### src/rtl/norm_result_serializer_if.sv
`default_nettype none
// ============================================================================
// Module   : norm_result_serializer_if
// Brief    : Wide-in / narrow-out AXIS bundle for the norm result serializer.
// Revision : 1.0 - initial release
// ============================================================================
interface norm_result_serializer_if #(
    parameter int LANES  = 8,
    parameter int LANE_W = 16
);
    logic [LANES*LANE_W-1:0] S_AXIS_TDATA;
    logic                    S_AXIS_TVALID;
    logic                    S_AXIS_TREADY;
    logic [LANE_W-1:0]       M_AXIS_TDATA;
    logic                    M_AXIS_TVALID;
    logic                    M_AXIS_TLAST;
    logic                    M_AXIS_TREADY;
    logic                    row_done;

    modport slave (
        input  S_AXIS_TDATA, S_AXIS_TVALID, M_AXIS_TREADY,
        output S_AXIS_TREADY, M_AXIS_TDATA, M_AXIS_TVALID, M_AXIS_TLAST, row_done
    );

    modport master (
        output S_AXIS_TDATA, S_AXIS_TVALID, M_AXIS_TREADY,
        input  S_AXIS_TREADY, M_AXIS_TDATA, M_AXIS_TVALID, M_AXIS_TLAST, row_done
    );
endinterface
`default_nettype wire

### src/rtl/norm_result_serializer.sv
`default_nettype none
// ============================================================================
// Module   : norm_result_serializer
// Brief    : Splits packed bf16 beats into one element per handshake, lane 0
//            first, with TLAST on the last element of every row.
// Revision : 1.0 - initial release
// ============================================================================
module norm_result_serializer #(
    parameter int LANES   = 8,
    parameter int LANE_W  = 16,
    parameter int ROW_LEN = 64
) (
    input  wire logic               aclk,
    input  wire logic               arst,
    norm_result_serializer_if.slave bus
);
    localparam int c_BEAT_W = LANES * LANE_W;
    localparam int c_IDX_W  = (LANES > 1) ? $clog2(LANES) : 1;
    localparam int c_CNT_W  = (ROW_LEN > 1) ? $clog2(ROW_LEN) : 1;

    localparam logic [c_IDX_W-1:0] c_LAST_LANE = c_IDX_W'(LANES - 1);
    localparam logic [c_CNT_W-1:0] c_LAST_ELEM = c_CNT_W'(ROW_LEN - 1);

    localparam logic [1:0] c_ST_EMPTY = 2'd0;
    localparam logic [1:0] c_ST_ONE   = 2'd1;
    localparam logic [1:0] c_ST_TWO   = 2'd2;

    generate
        if ((ROW_LEN % LANES) != 0 || ROW_LEN < LANES) begin : g_row_len_check
            $error("ROW_LEN must be a non-zero multiple of LANES");
        end
    endgenerate

    logic [1:0]          r_state;
    logic [c_BEAT_W-1:0] r_cur;
    logic [c_BEAT_W-1:0] r_pend;
    logic [c_IDX_W-1:0]  r_lane_idx;
    logic [c_CNT_W-1:0]  r_elem_cnt;
    logic                r_row_done;

    logic w_m_valid;
    logic w_s_ready;
    logic w_in_hs;
    logic w_out_hs;
    logic w_last_lane;
    logic w_tlast;

    // The skid slot is occupied exactly in TWO, so readiness is a state decode.
    assign w_m_valid   = (r_state != c_ST_EMPTY);
    assign w_s_ready   = (r_state != c_ST_TWO) && !arst;
    assign w_in_hs     = bus.S_AXIS_TVALID && w_s_ready;
    assign w_out_hs    = w_m_valid && bus.M_AXIS_TREADY;
    assign w_last_lane = w_out_hs && (r_lane_idx == c_LAST_LANE);
    assign w_tlast     = w_m_valid && (r_elem_cnt == c_LAST_ELEM);

    assign bus.S_AXIS_TREADY = w_s_ready;
    assign bus.M_AXIS_TVALID = w_m_valid;
    assign bus.M_AXIS_TDATA  = r_cur[LANE_W-1:0];
    assign bus.M_AXIS_TLAST  = w_tlast;
    assign bus.row_done      = r_row_done;

    always_ff @(posedge aclk or posedge arst) begin
        if (arst) begin
            r_state    <= c_ST_EMPTY;
            r_cur      <= '0;
            r_pend     <= '0;
            r_lane_idx <= '0;
            r_elem_cnt <= '0;
            r_row_done <= 1'b0;
        end else begin
            r_row_done <= w_out_hs && w_tlast;

            if (w_out_hs) begin
                r_elem_cnt <= (r_elem_cnt == c_LAST_ELEM) ? '0 : r_elem_cnt + 1'b1;
            end

            case (r_state)
                c_ST_EMPTY: begin
                    if (w_in_hs) begin
                        r_cur      <= bus.S_AXIS_TDATA;
                        r_lane_idx <= '0;
                        r_state    <= c_ST_ONE;
                    end
                end
                c_ST_ONE: begin
                    if (w_last_lane) begin
                        // A beat arriving on the final lane reloads cur directly: no bubble.
                        r_lane_idx <= '0;
                        if (w_in_hs) begin
                            r_cur <= bus.S_AXIS_TDATA;
                        end else begin
                            r_state <= c_ST_EMPTY;
                        end
                    end else begin
                        if (w_out_hs) begin
                            r_cur      <= r_cur >> LANE_W;
                            r_lane_idx <= r_lane_idx + 1'b1;
                        end
                        if (w_in_hs) begin
                            r_pend  <= bus.S_AXIS_TDATA;
                            r_state <= c_ST_TWO;
                        end
                    end
                end
                c_ST_TWO: begin
                    if (w_last_lane) begin
                        r_cur      <= r_pend;
                        r_lane_idx <= '0;
                        r_state    <= c_ST_ONE;
                    end else if (w_out_hs) begin
                        r_cur      <= r_cur >> LANE_W;
                        r_lane_idx <= r_lane_idx + 1'b1;
                    end
                end
                default: begin
                    r_state <= c_ST_EMPTY;
                end
            endcase
        end
    end
endmodule
`default_nettype wire

### src/flat_wrapper.sv
// flat-port wrapper written by rule: the top's interface ports become plain ports
module norm_result_serializer_flat 
#(
    parameter int LANES   = 8,
    parameter int LANE_W  = 16,
    parameter int ROW_LEN = 64
)
  (aclk, arst, bus_S_AXIS_TDATA, bus_S_AXIS_TVALID, bus_M_AXIS_TREADY, bus_S_AXIS_TREADY, bus_M_AXIS_TDATA, bus_M_AXIS_TVALID, bus_M_AXIS_TLAST, bus_row_done);
  norm_result_serializer_if #(.LANES(LANES), .LANE_W(LANE_W)) bus_i ();
  input  wire logic aclk;
  input  wire logic arst;
  input wire logic [$bits(bus_i.S_AXIS_TDATA)-1:0] bus_S_AXIS_TDATA;
  input wire logic [$bits(bus_i.S_AXIS_TVALID)-1:0] bus_S_AXIS_TVALID;
  input wire logic [$bits(bus_i.M_AXIS_TREADY)-1:0] bus_M_AXIS_TREADY;
  output wire logic [$bits(bus_i.S_AXIS_TREADY)-1:0] bus_S_AXIS_TREADY;
  output wire logic [$bits(bus_i.M_AXIS_TDATA)-1:0] bus_M_AXIS_TDATA;
  output wire logic [$bits(bus_i.M_AXIS_TVALID)-1:0] bus_M_AXIS_TVALID;
  output wire logic [$bits(bus_i.M_AXIS_TLAST)-1:0] bus_M_AXIS_TLAST;
  output wire logic [$bits(bus_i.row_done)-1:0] bus_row_done;
  assign bus_i.S_AXIS_TDATA = bus_S_AXIS_TDATA;
  assign bus_i.S_AXIS_TVALID = bus_S_AXIS_TVALID;
  assign bus_i.M_AXIS_TREADY = bus_M_AXIS_TREADY;
  assign bus_S_AXIS_TREADY = bus_i.S_AXIS_TREADY;
  assign bus_M_AXIS_TDATA = bus_i.M_AXIS_TDATA;
  assign bus_M_AXIS_TVALID = bus_i.M_AXIS_TVALID;
  assign bus_M_AXIS_TLAST = bus_i.M_AXIS_TLAST;
  assign bus_row_done = bus_i.row_done;
  norm_result_serializer #(.LANES(LANES), .LANE_W(LANE_W), .ROW_LEN(ROW_LEN)) u_core (.aclk(aclk), .arst(arst), .bus(bus_i));
endmodule
### config.mk
export PLATFORM = sky130hd
export DESIGN_NAME = norm_result_serializer_flat
export DESIGN_NICKNAME = d
export VERILOG_FILES = /design/src/rtl/norm_result_serializer_if.sv /design/src/rtl/norm_result_serializer.sv /design/src/flat_wrapper.sv
export SDC_FILE = /design/constraint.sdc
export NUM_CORES = 1
export LEC_CHECK = 0
export ABC_AREA = 1
export CORE_MARGIN = 3
export CORE_UTILIZATION = 35
export DETAILED_ROUTE_END_ITERATION = 8
export GPL_ROUTABILITY_DRIVEN = 0
export PLACE_DENSITY_LB_ADDON = 0.2
export SYNTH_ARGS = -nofsm -noshare
export SYNTH_HDL_FRONTEND = slang
export SYNTH_SLANG_ARGS = --single-unit
export TNS_END_PERCENT = 100
### constraint.sdc
create_clock -name aclk -period 16.8 [get_ports aclk]
set_clock_uncertainty 0.2 [all_clocks]
set_input_delay 2.52 -clock aclk [delete_from_list [all_inputs] [get_ports aclk]]
set_output_delay 2.52 -clock aclk [all_outputs]
set_load 0.1 [all_outputs]
After elaboration in Yosys (flattened, before gate mapping) --
Cells that the tools add are included.
Cells by class: $add $sub $neg 2, equality and inequality tests 10, mux-type cells 16, bitwise logic cells 1, reduce and logical (&&, ||, !) cells 15
Operator list (number):
- two-way mux 128 bit | 4
- case mux 128 bit (3 select lines) | 1
- two-way mux 2 bit | 5
- two-way mux 3 bit | 3
- adder 6 x 1 -> 6 bit, second input constant | 1
- equality test 6 bit, second input constant | 1
- logical AND 1 bit | 6
- two-way mux 6 bit | 1
- inequality test 3 x 1 -> 1 bit, second input constant | 2
- case mux 2 bit (3 select lines) | 1
- case mux 3 bit (2 select lines) | 1
- AND reduction 3 bit | 2
- inequality test 2 x 1 -> 1 bit, second input constant | 2
- AND reduction 4 bit | 1
- nonzero test 2 bit | 2
- adder 3 x 1 -> 3 bit, second input constant | 1
- equality test 3 bit, second input constant | 1
- inequality test 3 bit, second input constant | 1
- nonzero test 3 bit | 1
- equality test 2 x 1 -> 1 bit, second input constant | 1
- equality test 2 bit, second input constant | 1
- logical NOT 2 bit | 1
- inequality test 2 bit, second input constant | 1
- OR reduction 2 bit | 1
- 2 further kinds | 2
Storage, ports and cells: register bits after elaboration 268, bits of input ports 132, logic and storage cells 50

Depth between registers and ports, before layout --
Gate-level depths: netlist (run 1).
depth after elaboration 6, depth in mapped cells 12, depth with buffers taken out 10

Least setup slack after synthesis (run 1) --
Ideal clock, no wire load.
path kind input to output, from input port arst, to output port bus_S_AXIS_TREADY, arrival time 3.697 ns, required time 14.080 ns, slack 10.383 ns, stages on the path 2, buffers on the path 1, path through nor2_1 > clkbuf_1
On the way: word-level cells in the longest chain between the ends 2
RTL lines:
- from (decl) | RTL line flat_wrapper.sv:11 | input wire logic arst;
- logical NOT 1 bit | RTL line norm_result_serializer.sv:50 | assign w_s_ready = (r_state != c_ST_TWO) && !arst;
- logical AND 1 bit | RTL line norm_result_serializer.sv:50
- to (decl) | RTL line flat_wrapper.sv:15 | output wire logic [$bits(bus_i.S_AXIS_TREADY)-1:0] bus_S_AXIS_TREADY;
No other way between the ends.

Worst setup path in the final report (run 1) --
Ends and elaborated chain as after synthesis.

==> reports/qor.yml, run 1 <==
num_vias: 16985
min_path_type: "reg -> reg"
cts_root_buffer: "clkbuf_16"
path_clk_slew_ps: 60
crit_family: "buffers and inverters"
crit_required_ps: 14080
grt_pass1_vias: 16578
clkLatencyLatePin_ps: 540
postLayoutSetupSlackWorst_ps: 9730
dieWidth_um: 222
postCtsSetupRepairBufs: 0
syn_area_um2: 16300
synth_seq_cells: 268
slowest_stage: "clkdlybuf4s50_1"
avgSynthCellArea_um2: 6.37
final-setup-viol-count: 0
dpl-instance-area_um2: 17800
critPathMostFrequentCell: "clkdlybuf4s50_1"
post-place-ws_ps: 9730
cp_data_arrival_time_ps: 4350
maxClockFrequency_mhz: 141
p_per_area_nw_per_um2: 192
crit_path_max_fanout: 2
maxSlewHeadroom_pct: 20.0
core_um2: 45700
synth_fp_nets: 2697
final_area_um2: 18900
ys_seq_area_share_pct: 41.2
grt_start_max_net_pins: 86
drc: 0
hold_violations: 0
synth_cell_types: 23
postCtsHoldBufs: 0
whs_ps: 270
overflow: 0
drt_iter0_drc: 1805
drv_slew: 0
cts.sinks: 268
h-tree-depth: 2
yosys.area.top_type: "dfrtp_1"
cts_tree: "built"
numPortBuffers: 151
ys_warn_count: 0
power_leakage_nw: 9.92
nets: 2697
critPathKind: "in -> out"
firstDrtPassIters: 5
die_h_um: 222
cts_buffer_depth: 3
dpl.hpwl_mm: 32.8
antenna_found_initial: 1
ir_drop_mv: 0.179
drive_above_1_share_pct: 3.49
fin_crit_ps: 7070
grt_pass1_wl_mm: 94.8
vias_per_cell: 5.34
synthCells: 2558
fin_crit_sh_pct: 42.1
grtUsageTotal_pct: 23.9
boundaryPins: 152
crit_buf_inv: 2
rsz0062_at_grt: "false"
cts_buffers: 35
die_area_um2: 49200
cp-start-kind: "input port"
post_cts_resized: 0
synth_area_leaders: "dfrtp_1, nand2_1, nand3_1"
num_rows: 78
end_kind: "primary output"
worst_pin_slew_ps: 1200
drt_wl_total_mm: 59.9
cpPeakStageDelay_ps: 1140
synthToLayoutAreaGrowth_pct: 16.2
crit_chain: "clkdlybuf4s50_1 > nor2_4 > clkdlybuf4s50_1"
yosys.area.top_type_share_pct: 41.2
utilization_pct: 41.5
r2r_slack_ps: 11990
postRouteAntennaNets: 0
finalSetupTns_ps: 0
max-cap-violations: 0
start_util_pct: 35.7
antenna_cells: 0
wl_per_cell_um: 18.8
status: "complete, no violations"
fill_cells: 4776
-- cells in the final DEF, fill, tap and decap left out --
master / count
clkinvlp_4: 1
o21ai_0: 1
clkbuf_16: 37
nand3_1: 260
ha_1: 5
nor2_1: 132
a21oi_1: 259
inv_8: 1
buf_4: 23
dfrtp_1: 268
clkbuf_8: 9
nor3_1: 4
o21ai_1: 3
clkinv_2: 4
bufinv_16: 2
inv_1: 13
xnor2_1: 2
clkbuf_1: 7
or2_1: 1
nand2_4: 3
inv_4: 1
ha_4: 2
clkdlybuf4s50_1: 149
nor2_4: 3
nand2_1: 1383
inv_6: 3
nor4_1: 1
nand3_2: 1
nand4_1: 3
-- synthesized netlist by cell type --
cell,count
inv_1,16
xnor2_1,2
nor3_1,4
a21oi_1,259
o21ai_0,1
o21ai_1,3
nand3_1,260
ha_1,7
nand2_1,1385
nor2_1,134
clkbuf_1,67
nor2_2,1
nand4_1,3
buf_1,14
nand3_2,1
buf_2,98
nor4_1,1
nand2_2,1
or2_1,1
inv_2,2
dfrtp_1,268
buf_4,29
buf_6,1
-- stage by stage --
step / cells / total power [mW]
5_1_grt: 3181 / 3.93
4_1_cts: 3181 / 3.65
3_5_place_dp: 3121 / 2.86
6_report: 3181 / 3.64
3_3_place_gp: 3121 / 2.83
2_1_floorplan: 2558 / 2.39
-- where the power goes --
part           total (mW)  switching, mW  leakage, nW  internal (mW)
sequential           1.15          0.218         3.42          0.927
combinational        1.72           1.23         5.93          0.487
clock               0.778          0.306        0.574          0.472
-- cell families after synthesis --
| logic type | Yosys count | synth area share, % |
|---|---|---|
| adder cells (fa/ha/maj) | 7 | 0.537 |
| AO/OA/AOI/OAI | 263 | 8.08 |
| buffers and inverters | 227 | 6.70 |
| XOR/XNOR | 2 | 0.108 |
| AND/OR/NAND/NOR | 1791 | 43.4 |
| flip-flops | 268 | 41.2 |
-- registers in the layout (all words and copies together), names as in the netlist --
register,flops
u_core.r_state,2
u_core.bus.row_done,1
u_core.r_elem_cnt,6
u_core.r_cur,128
u_core.r_pend,128
u_core.r_lane_idx,3
-- worst min-delay path, cell delays in order, from the launching register on --
cell	delay, ps
dfrtp_1	340
nand2_1	50
nand2_1	50
-- worst paths after layout --
kind | endpoint | from | cells after the start
hold / removal | u_core.r_pend[83] | u_core.r_pend[83] | 2
hold reg to reg | u_core.r_pend[83] | u_core.r_pend[83] | 2
max in group asynchronous | u_core.r_cur[126] | arst | 4
setup reg to reg | u_core.r_pend[23] | u_core.r_state[0] | 10
min in group asynchronous | u_core.r_pend[71] | arst | 2
setup / recovery | bus_S_AXIS_TREADY | arst | 3
-- per-layer routing --
layer  part of all wire [%]  track usage [%]
met5                  0.030                0
met4                    3.1             9.80
met3                    7.3             3.30
met2                     44             36.6
met1                     45             33.9
-- layout make-up --
| type | count | area (µm²) | share of cell area, % |
|---|---|---|---|
| clock buffers | 53 | 1080 | 5.68 |
| clock inverters | 7 | 91.3 | 0.482 |
| inverters | 18 | 88.8 | 0.469 |
| multi-input cells | 2063 | 8560 | 45.2 |
| flip-flops and latches | 268 | 6710 | 35.4 |
| well taps | 600 | 751 | 3.96 |
| repair buffers | 172 | 1660 | 8.79 |
No activity file was read; power rests on OpenSTA's default activity.
==> run 2: changes to the inputs <==
==> constraint.sdc (replaced) <==
create_clock -name aclk -period 5.9 [get_ports aclk]
set_clock_uncertainty 0.2 [all_clocks]
set_input_delay 0.885 -clock aclk [delete_from_list [all_inputs] [get_ports aclk]]
set_output_delay 0.885 -clock aclk [all_outputs]
set_load 0.1 [all_outputs]
==> reports/qor.yml, run 2 (synthesized netlist as in run 1, its figures left out) <==
rsz0062_at_grt: "false"
max-cap-violations: 0  # unchanged
r2r_start: "u_core.r_state[0]"
synthToLayoutAreaGrowth_pct: 16.5
crit_chain: "inv_1 > ha_4 > clkinv_2 > buf_4 > clkdlybuf4s50_1"
antenna_cells: 0  # unchanged
utilization_pct: 41.6  # +0.088 points
dp.cells: 3123  # +0.064%
critPathKind: "reg -> out"
overflow: 0  # unchanged
vias_per_cell: 5.32  # -0.31%
antenna_found_initial: 0  # -1
maxSlewHeadroom_pct: 17.9  # -2.1 points
largest_registers: "u_core.r_cur x128, u_core.r_pend x128, u_core.r_elem_cnt x6"
top_usage_layer: "met2"
power_leakage_nw: 9.93  # +0.10%
cts.sinks: 268  # unchanged
die_h_um: 222  # unchanged
drt_wl_total_mm: 59.8  # -0.18%
worst_pin_slew_ps: 1230  # +32.1 ps
dpl.hpwl_mm: 32.8  # about the same
final-setup-viol-count: 0  # unchanged
die_area_um2: 49200  # unchanged
min_from: "u_core.r_pend[43]"
cts_buffers: 35  # unchanged
fin_cells: 3181  # unchanged
hold_depth: 2  # unchanged
p_per_area_nw_per_um2: 546  # +180%
dieWidth_um: 222  # unchanged
num_rows: 78  # unchanged
path_clk_slew_ps: 60  # about the same
cp-start-kind: "flip-flop"
cp_data_arrival_time_ps: 3060  # -1290 ps
ir_drop_mv: 0.347  # +94%
crit_path_max_fanout: 43  # +41
cts_buffer_depth: 3  # unchanged
final_cell_mix: "nand2_1, dfrtp_1, nand3_1"
r2r_slack_ps: 1900  # -10090 ps
drive_above_1_share_pct: 3.45  # -0.039 points
cts_tree: "built"
crit_family: "buffers and inverters"
boundaryPins: 152  # unchanged
crit_buf_inv: 4  # +2
slowest_stage: "clkdlybuf4s50_1"
firstDrtPassIters: 5  # unchanged
h-tree-depth: 2  # unchanged
drt_iter0_drc: 1901  # +5.3%
grt_util_met1_pct: 34.0  # +0.064 points
end_kind: "primary output"
start_util_pct: 35.7  # unchanged
drc: 0  # unchanged
grt_start_max_net_pins: 160  # +86%
whs_ps: 269  # -1.63 ps
min_to: "u_core.r_pend[43]"
post_cts_resized: 0  # unchanged
globalRouteMet2Util_pct: 36.5  # -0.11 points
r2r-end: "u_core.r_cur[79]"
post-place-ws_ps: 1850  # -7880 ps
nets: 2699  # +0.074%
postRouteAntennaNets: 0  # unchanged
numPortBuffers: 151  # unchanged
cpPeakStageDelay_ps: 1250  # +110 ps
finalSetupTns_ps: 0  # unchanged
maxClockFrequency_mhz: 241
postCtsHoldBufs: 0  # unchanged
grtUsageTotal_pct: 23.8  # -0.048 points
core_um2: 45700  # unchanged
min_path_type: "reg -> reg"
postCtsSetupRepairBufs: 0  # unchanged
met3_usage_pct: 3.72  # +0.42 points
status: "complete, no violations"
wl_per_cell_um: 18.8  # -0.18%
grt_pass1_vias: 16375  # -1.2%
fin_crit_ps: 4140
hold_violations: 0  # unchanged
clkLatencyLatePin_ps: 540  # about the same
fin_crit_sh_pct: 70.2
r2r_cells: 11  # +1
postLayoutSetupSlackWorst_ps: 1760  # -7970 ps
cts_root_buffer: "clkbuf_16"
final_common_cell: "nand2_1"
crit_required_ps: 4820  # -9260 ps
grt_pass1_wl_mm: 95.0  # +0.23%
num_vias: 16932  # -0.31%
drv_slew: 0  # unchanged
-- run 2: cell count changes in the layout (fill, tap and decap cells not counted) --
cell	delta
buf_12	+5
inv_6	-2
clkdlybuf4s50_1	-1
clkbuf_8	-1
clkbuf_1	+2
inv_8	-1
buf_4	-2
-- run 2: metrics by stage --
stage	power (mW)	cell area, µm²
global placement	8.05	17800
floorplan	6.79	16300
global route	11.2	19000
detailed placement	8.18	17800
finish	10.4	19000
CTS	10.4	19000
-- run 2: worst max-delay path by stage --
stage	from	to	slack [ps]	depth (start not counted)
5_1_grt	u_core.r_state[0]	u_core.r_cur[84]	1620	11
4_1_cts	u_core.r_state[0]	bus_M_AXIS_TVALID	1730	5
3_3_place_gp	u_core.r_state[0]	u_core.r_cur[92]	1860	11
3_5_place_dp	u_core.r_state[0]	u_core.r_cur[80]	1850	11
2_1_floorplan	arst	u_core.bus.row_done	1280	1
6_report	u_core.r_state[1]	bus_M_AXIS_TVALID	1760	5
-- run 2: layout make-up --
type | instances | area [µm²]
clock buffer | 54 | 1070
clock inverter | 4 | 70.1
fill | 4762 | 26700
inverter | 18 | 81.3
multi-input combinational | 2063 | 8560
sequential | 268 | 6710
tap | 600 | 751
timing repair buffer | 174 | 1740
-- run 2: layer usage --
metal	vias up	wire length (µm)
li1	8055	-
met1	8062	27000
met2	719	26600
met3	96	4530
met4	0	1720
met5	-	0
-- run 2: worst reg2reg max path: stages (launching register included) --
cell      delay, ps
dfrtp_1         430
inv_1           120
ha_1            350
inv_1           190
nand2_1         500
nand2_1         260
clkinv_2        920
buf_12          580
nand2_1         120
nand2_1          50
nand2_1          60
a21oi_1          80
-- run 2: where the power goes --
group	internal [mW]	leakage [nW]	total [mW]	switching [mW]
sequential	2.64	3.42	3.26	0.617
clock	1.33	0.560	2.17	0.841
combinational	1.42	5.95	4.94	3.52
total	5.39	9.93	10.4	4.98
==> variant 1: new RTL, config.mk and constraints of run 2 <==
`ROW_LEN` is set to 64 in 2 places; all go to 128.
--- a/src/rtl/norm_result_serializer.sv
+++ b/src/rtl/norm_result_serializer.sv
@@ -9,5 +9,5 @@
     parameter int LANES   = 8,
     parameter int LANE_W  = 16,
-    parameter int ROW_LEN = 64
+    parameter int ROW_LEN = 128
 ) (
     input  wire logic               aclk,
--- a/src/flat_wrapper.sv
+++ b/src/flat_wrapper.sv
@@ -4,5 +4,5 @@
     parameter int LANES   = 8,
     parameter int LANE_W  = 16,
-    parameter int ROW_LEN = 64
+    parameter int ROW_LEN = 128
 )
   (aclk, arst, bus_S_AXIS_TDATA, bus_S_AXIS_TVALID, bus_M_AXIS_TREADY, bus_S_AXIS_TREADY, bus_M_AXIS_TDATA, bus_M_AXIS_TVALID, bus_M_AXIS_TLAST, bus_row_done);
Function: no difference found for any inputs over 4 cycles, from zero or initial values and one cycle with arst high; that may be too few to reach the edited logic, so the function may still have changed.
==> variant 1 against run 2 <==
- cell area about the same
- final cell count increased by 0.19%
- global-route usage decreased by 0.26 points
- area after synthesis increased by 0.59%
- sequential cell count increased by 1
- setup slack got worse by 0.12 ns
- worst hold slack got worse by 0.0012 ns
- synthesized cell count about the same
- power decreased by 0.46%
- combinational power about the same
- routed wire length increased by 0.37%
==> variant 1: results (changes against run 2) <==
Power and ir drop
  – Pleak: 9.95 nW (was 9.93 nW)
  – Sw frac: 48.6% (was 48.0%)
  – Peak VDD IR: 0.520 mV (was 0.347 mV)

Placed design
  – Dpl ws: 1.92 ns (was 1.85 ns)
  – Post-DP HPWL: 32.8 mm (about the same)

Critical path
  – CP max stage delay: 1.19 ns (was 1.25 ns)
  – CP max FO: 44 (was 43)
  – Arrival @ worst endpoint: 3.18 ns (was 3.06 ns)
  – Critical Path Start: u_core.r_state[0] (was u_core.r_state[1])

Final layout
  – ANT cells: 0 (unchanged)
  – Layout cells sized above 1: 3.56% (was 3.45%)
  – Largest regs: u_core.r_cur (128), u_core.r_pend (128), u_core.r_elem_cnt (7) (was u_core.r_cur (128), u_core.r_pend (128), u_core.r_elem_cnt (6))

Synthesis
  – Top post-synthesis cells by area: dfrtp_1 (41%), nand2_1 (32%), nand3_1 (8.1%) (was dfrtp_1 (41%), nand2_1 (32%), nand3_1 (8.0%))
  – Post-Synth XOR/XNOR Area: 0.160% (was 0.107%)
  – Netlist cell types: 24 (was 23)
  – Post-synthesis sequential area ratio: 41.1% (was 41.2%)
  – Synth Area in Compound Gates: 8.06% (was 8.08%)
  – Synth cell count leaders: nand2_1 (1381), dfrtp_1 (269), nand3_1 (266) (was nand2_1 (1385), dfrtp_1 (268), nand3_1 (260))
  – Post-Syn Nets: 2699 (was 2697)
  – Multiplexer share of the synthesized area: 0% (unchanged)

Drt
  – Via count: 17000 (was 16900)
  – Pre-antenna DRT Iters: 6 (was 5)
  – WL/cell: 18.8 um (about the same)
  – Initial DRC Count: 1572 (was 1901)

Timing
  – Worst slew pin tran: 1.21 ns (was 1.23 ns)

Global routing
  – First-pass GRT wire length: 94.0 mm (was 95.0 mm)
  – Vias in the first global route: 16300 (was 16400)
  – Largest net degree at the start of global routing: 130 (was 160)
  – GRT Overall Usage: 23.5% (was 23.8%)

Clock tree
  – CTS root buf: clkbuf_16 (unchanged)
  – Post_cts resized: 0 (unchanged)
  – CTS clk-pin slew, worst paths: 0.06 ns (about the same)

Outcome
  – Outcome: finished clean (unchanged)

Worst hold path
  – Hold path start: u_core.r_pend[1] (was u_core.r_pend[43])
==> variant 1: final timing paths <==
kind                       slack [ns]  depth (start not counted)                    to
min in group asynchronous        0.76                          3      u_core.r_cur[66]
min                              0.27                          2      u_core.r_pend[1]
min reg2reg                      0.27                          2      u_core.r_pend[1]
max in group asynchronous        3.59                          4  u_core.r_elem_cnt[5]
max reg2reg                      1.85                         11      u_core.r_cur[74]
max                              1.64                          4     bus_M_AXIS_TVALID
==> variant 1: final cells by class <==
class,count,area (um2)
Clock buffer,56,1070
Clock inverter,6,32.5
Fill cell,4786,26800
Inverter,16,76.3
Multi-Input combinational cell,2065,8600
Sequential cell,269,6730
Tap cell,600,751
Timing Repair Buffer,175,1740
==> variant 1: power by group through the flow <==
| stage | Combinational, mW | Clock (mW) | Sequential (mW) |
|---|---|---|---|
| after floorplan | 3.73 | 0 | 3.10 |
| after global placement | 4.83 | 0 | 3.24 |
| after detailed placement | 4.93 | 0 | 3.28 |
| after CTS | 4.94 | 2.13 | 3.25 |
| after global routing | 5.50 | 2.21 | 3.36 |
| final | 4.95 | 2.10 | 3.27 |
==> variant 1: stage by stage <==
step                      instance area, um2  util, %  cells  hold WS (ns)  power [mW]
after floorplan                        16400        -   2560         0.242        6.83
after global placement                 17900     39.1   3125         0.254        8.07
after detailed placement               17900     39.1   3125         0.258        8.20
after CTS                              19000     41.5   3187         0.272        10.3
after global routing                   19000     41.5   3187         0.289        11.1
final                                  19000     41.5   3187         0.268        10.3
==> variant 1: per-layer routing <==
metal | routed length (um) | vias up | global-route usage, %
met3 | 4360 | 87 | 4.49
met5 | 0 | - | 0
li1 | - | 8074 | -
met2 | 26900 | 644 | 36.6
met4 | 1520 | 0 | 7.26
met1 | 27300 | 8148 | 33.3
==> variant 2: new RTL, flow settings as in run 2 <==
Without the edit above. Reset style: synchronous (`arst`), changed in one clocked block.
--- a/src/rtl/norm_result_serializer.sv
+++ b/src/rtl/norm_result_serializer.sv
@@ -60,5 +60,5 @@
     assign bus.row_done      = r_row_done;
 
-    always_ff @(posedge aclk or posedge arst) begin
+    always_ff @(posedge aclk) begin
         if (arst) begin
             r_state    <= c_ST_EMPTY;
Function: differs if arst is asserted again (counterexample within 4 cycles, from zero or initial values and one cycle with arst high); with arst held inactive, the same outputs for 4 cycles.
==> variant 2 against run 2 <==
- critical path depth unchanged
- setup slack got worse by 0.19 ns
- sequential cell count unchanged
- cell area decreased by 4.1%
- global-route usage increased by 0.66 points
- final cell count increased by 1.2%
- area after synthesis decreased by 4.0%
- power decreased by 30%
- sequential share of layout area decreased by 5.9 points
- routed wire length about the same
- critical endpoint unchanged
- largest power group unchanged
==> variant 2: results (changes against run 2) <==
Outcome
  – Outcome: finished clean (unchanged)

Power and ir drop
  – Clock group: 2.25 mW (was 2.17 mW)
  – Peak VDD IR: 0.355 mV (was 0.347 mV)
  – Pleak: 7.92 nW (was 9.93 nW)
  – Power share of the clock group: 30.9% (was 20.9%)
  – Switch Pwr: 3.10 mW (was 4.98 mW)

Drt
  – Via count: 17300 (was 16900)
  – Initial DRC Count: 1604 (was 1901)
  – WL/cell: 18.6 um (was 18.8 um)
  – Via density: 5.38 (was 5.32)

Final layout
  – Fraction of area in multi-input gates: 49.7% (was 45.1%)
  – Area grow syn2layout: 16.3% (was 16.5%)
  – Sequential cell count: 268 (unchanged)
  – Register area: 5370 um2 (was 6710 um2)
  – Clk cell area share: 6.50% (was 6.01%)
  – Fillers: 4618 (was 4762)
  – Signal buf overhead: 9.66% (was 9.16%)
  – Non-CTS inverters: 29 (was 18)
  – Nonclk buf count: 175 (was 174)
  – Comb_multi_in: 2105 (was 2063)
  – Clock buffer count: 51 (was 54)

Synthesis
  – Post-synthesis sequential area ratio: 34.3% (was 41.2%)
  – Netlist cell types: 26 (was 23)
  – Post-synth top flop: dfxtp_1 (was dfrtp_1)
  – Yosys warns: 0 (unchanged)
  – Post-Synth XOR/XNOR Area: 0.112% (was 0.107%)
  – Async SR Flop Fraction: 0% (was 100%)
  – Synth cell count leaders: nand2_1 (1009), nor2_1 (304), nand3_1 (276) (was nand2_1 (1385), dfrtp_1 (268), nand3_1 (260))
  – Adder-cell share of the synthesized area: 0.640% (was 0.537%)
  – Synth Area in Compound Gates: 15.8% (was 8.08%)
  – Top post-synthesis cells by area: dfxtp_1 (34%), nand2_1 (24%), nand3_1 (8.8%) (was dfrtp_1 (41%), nand2_1 (32%), nand3_1 (8.0%))
  – Post-Syn Nets: 2781 (was 2697)
  – Post-Synthesis Cells: 2641 (was 2558)

Placed design
  – Dpl ws: 1.73 ns (was 1.85 ns)
  – Placed insts: 3162 (was 3123)
  – Placed instance area: 17000 um2 (was 17800 um2)

Timing
  – Worst slew pin tran: 1.25 ns (was 1.23 ns)

Global routing
  – First-pass GRT wire length: 93.4 mm (was 95.0 mm)
  – Antenna violations before repair: 0 (unchanged)
  – Largest net degree at the start of global routing: 128 (was 160)
  – Vias in the first global route: 16500 (was 16400)
  – GRT Overall Usage: 24.5% (was 23.8%)

Critical path
  – Arrival @ worst endpoint: 3.25 ns (was 3.06 ns)
  – CP max FO: 46 (was 43)

Clock tree
  – Post-CTS setup buffer count: 0 (unchanged)

Die
  – Core Rows: 76 (was 78)
[variant 2: per-layer routing]
metal / GRT usage (%) / wire length, um / part of all wire [%]
met3: 3.22 / 4080 / 6.8
met2: 39.5 / 27300 / 46
met4: 8.31 / 1430 / 2.4
met1: 33.7 / 27000 / 45
met5: 0 / 0 / 0
[variant 2: worst max-delay path: stages, from the launching register on]
cell and delay, ns:
dfxtp_1 0.45, inv_1 0.13, ha_4 0.20, clkinv_2 0.05, buf_4 0.51, clkdlybuf4s50_1 1.30
[variant 2: path summary, 6_finish.rpt]
check	startpoint	endpoint	slack, ns
max	u_core.r_state[0]	bus_M_AXIS_TVALID	1.57
min	u_core.r_lane_idx[1]	u_core.r_lane_idx[1]	0.27
max reg2reg	u_core.r_state[0]	u_core.r_cur[34]	2.19
min reg2reg	u_core.r_lane_idx[1]	u_core.r_lane_idx[1]	0.27
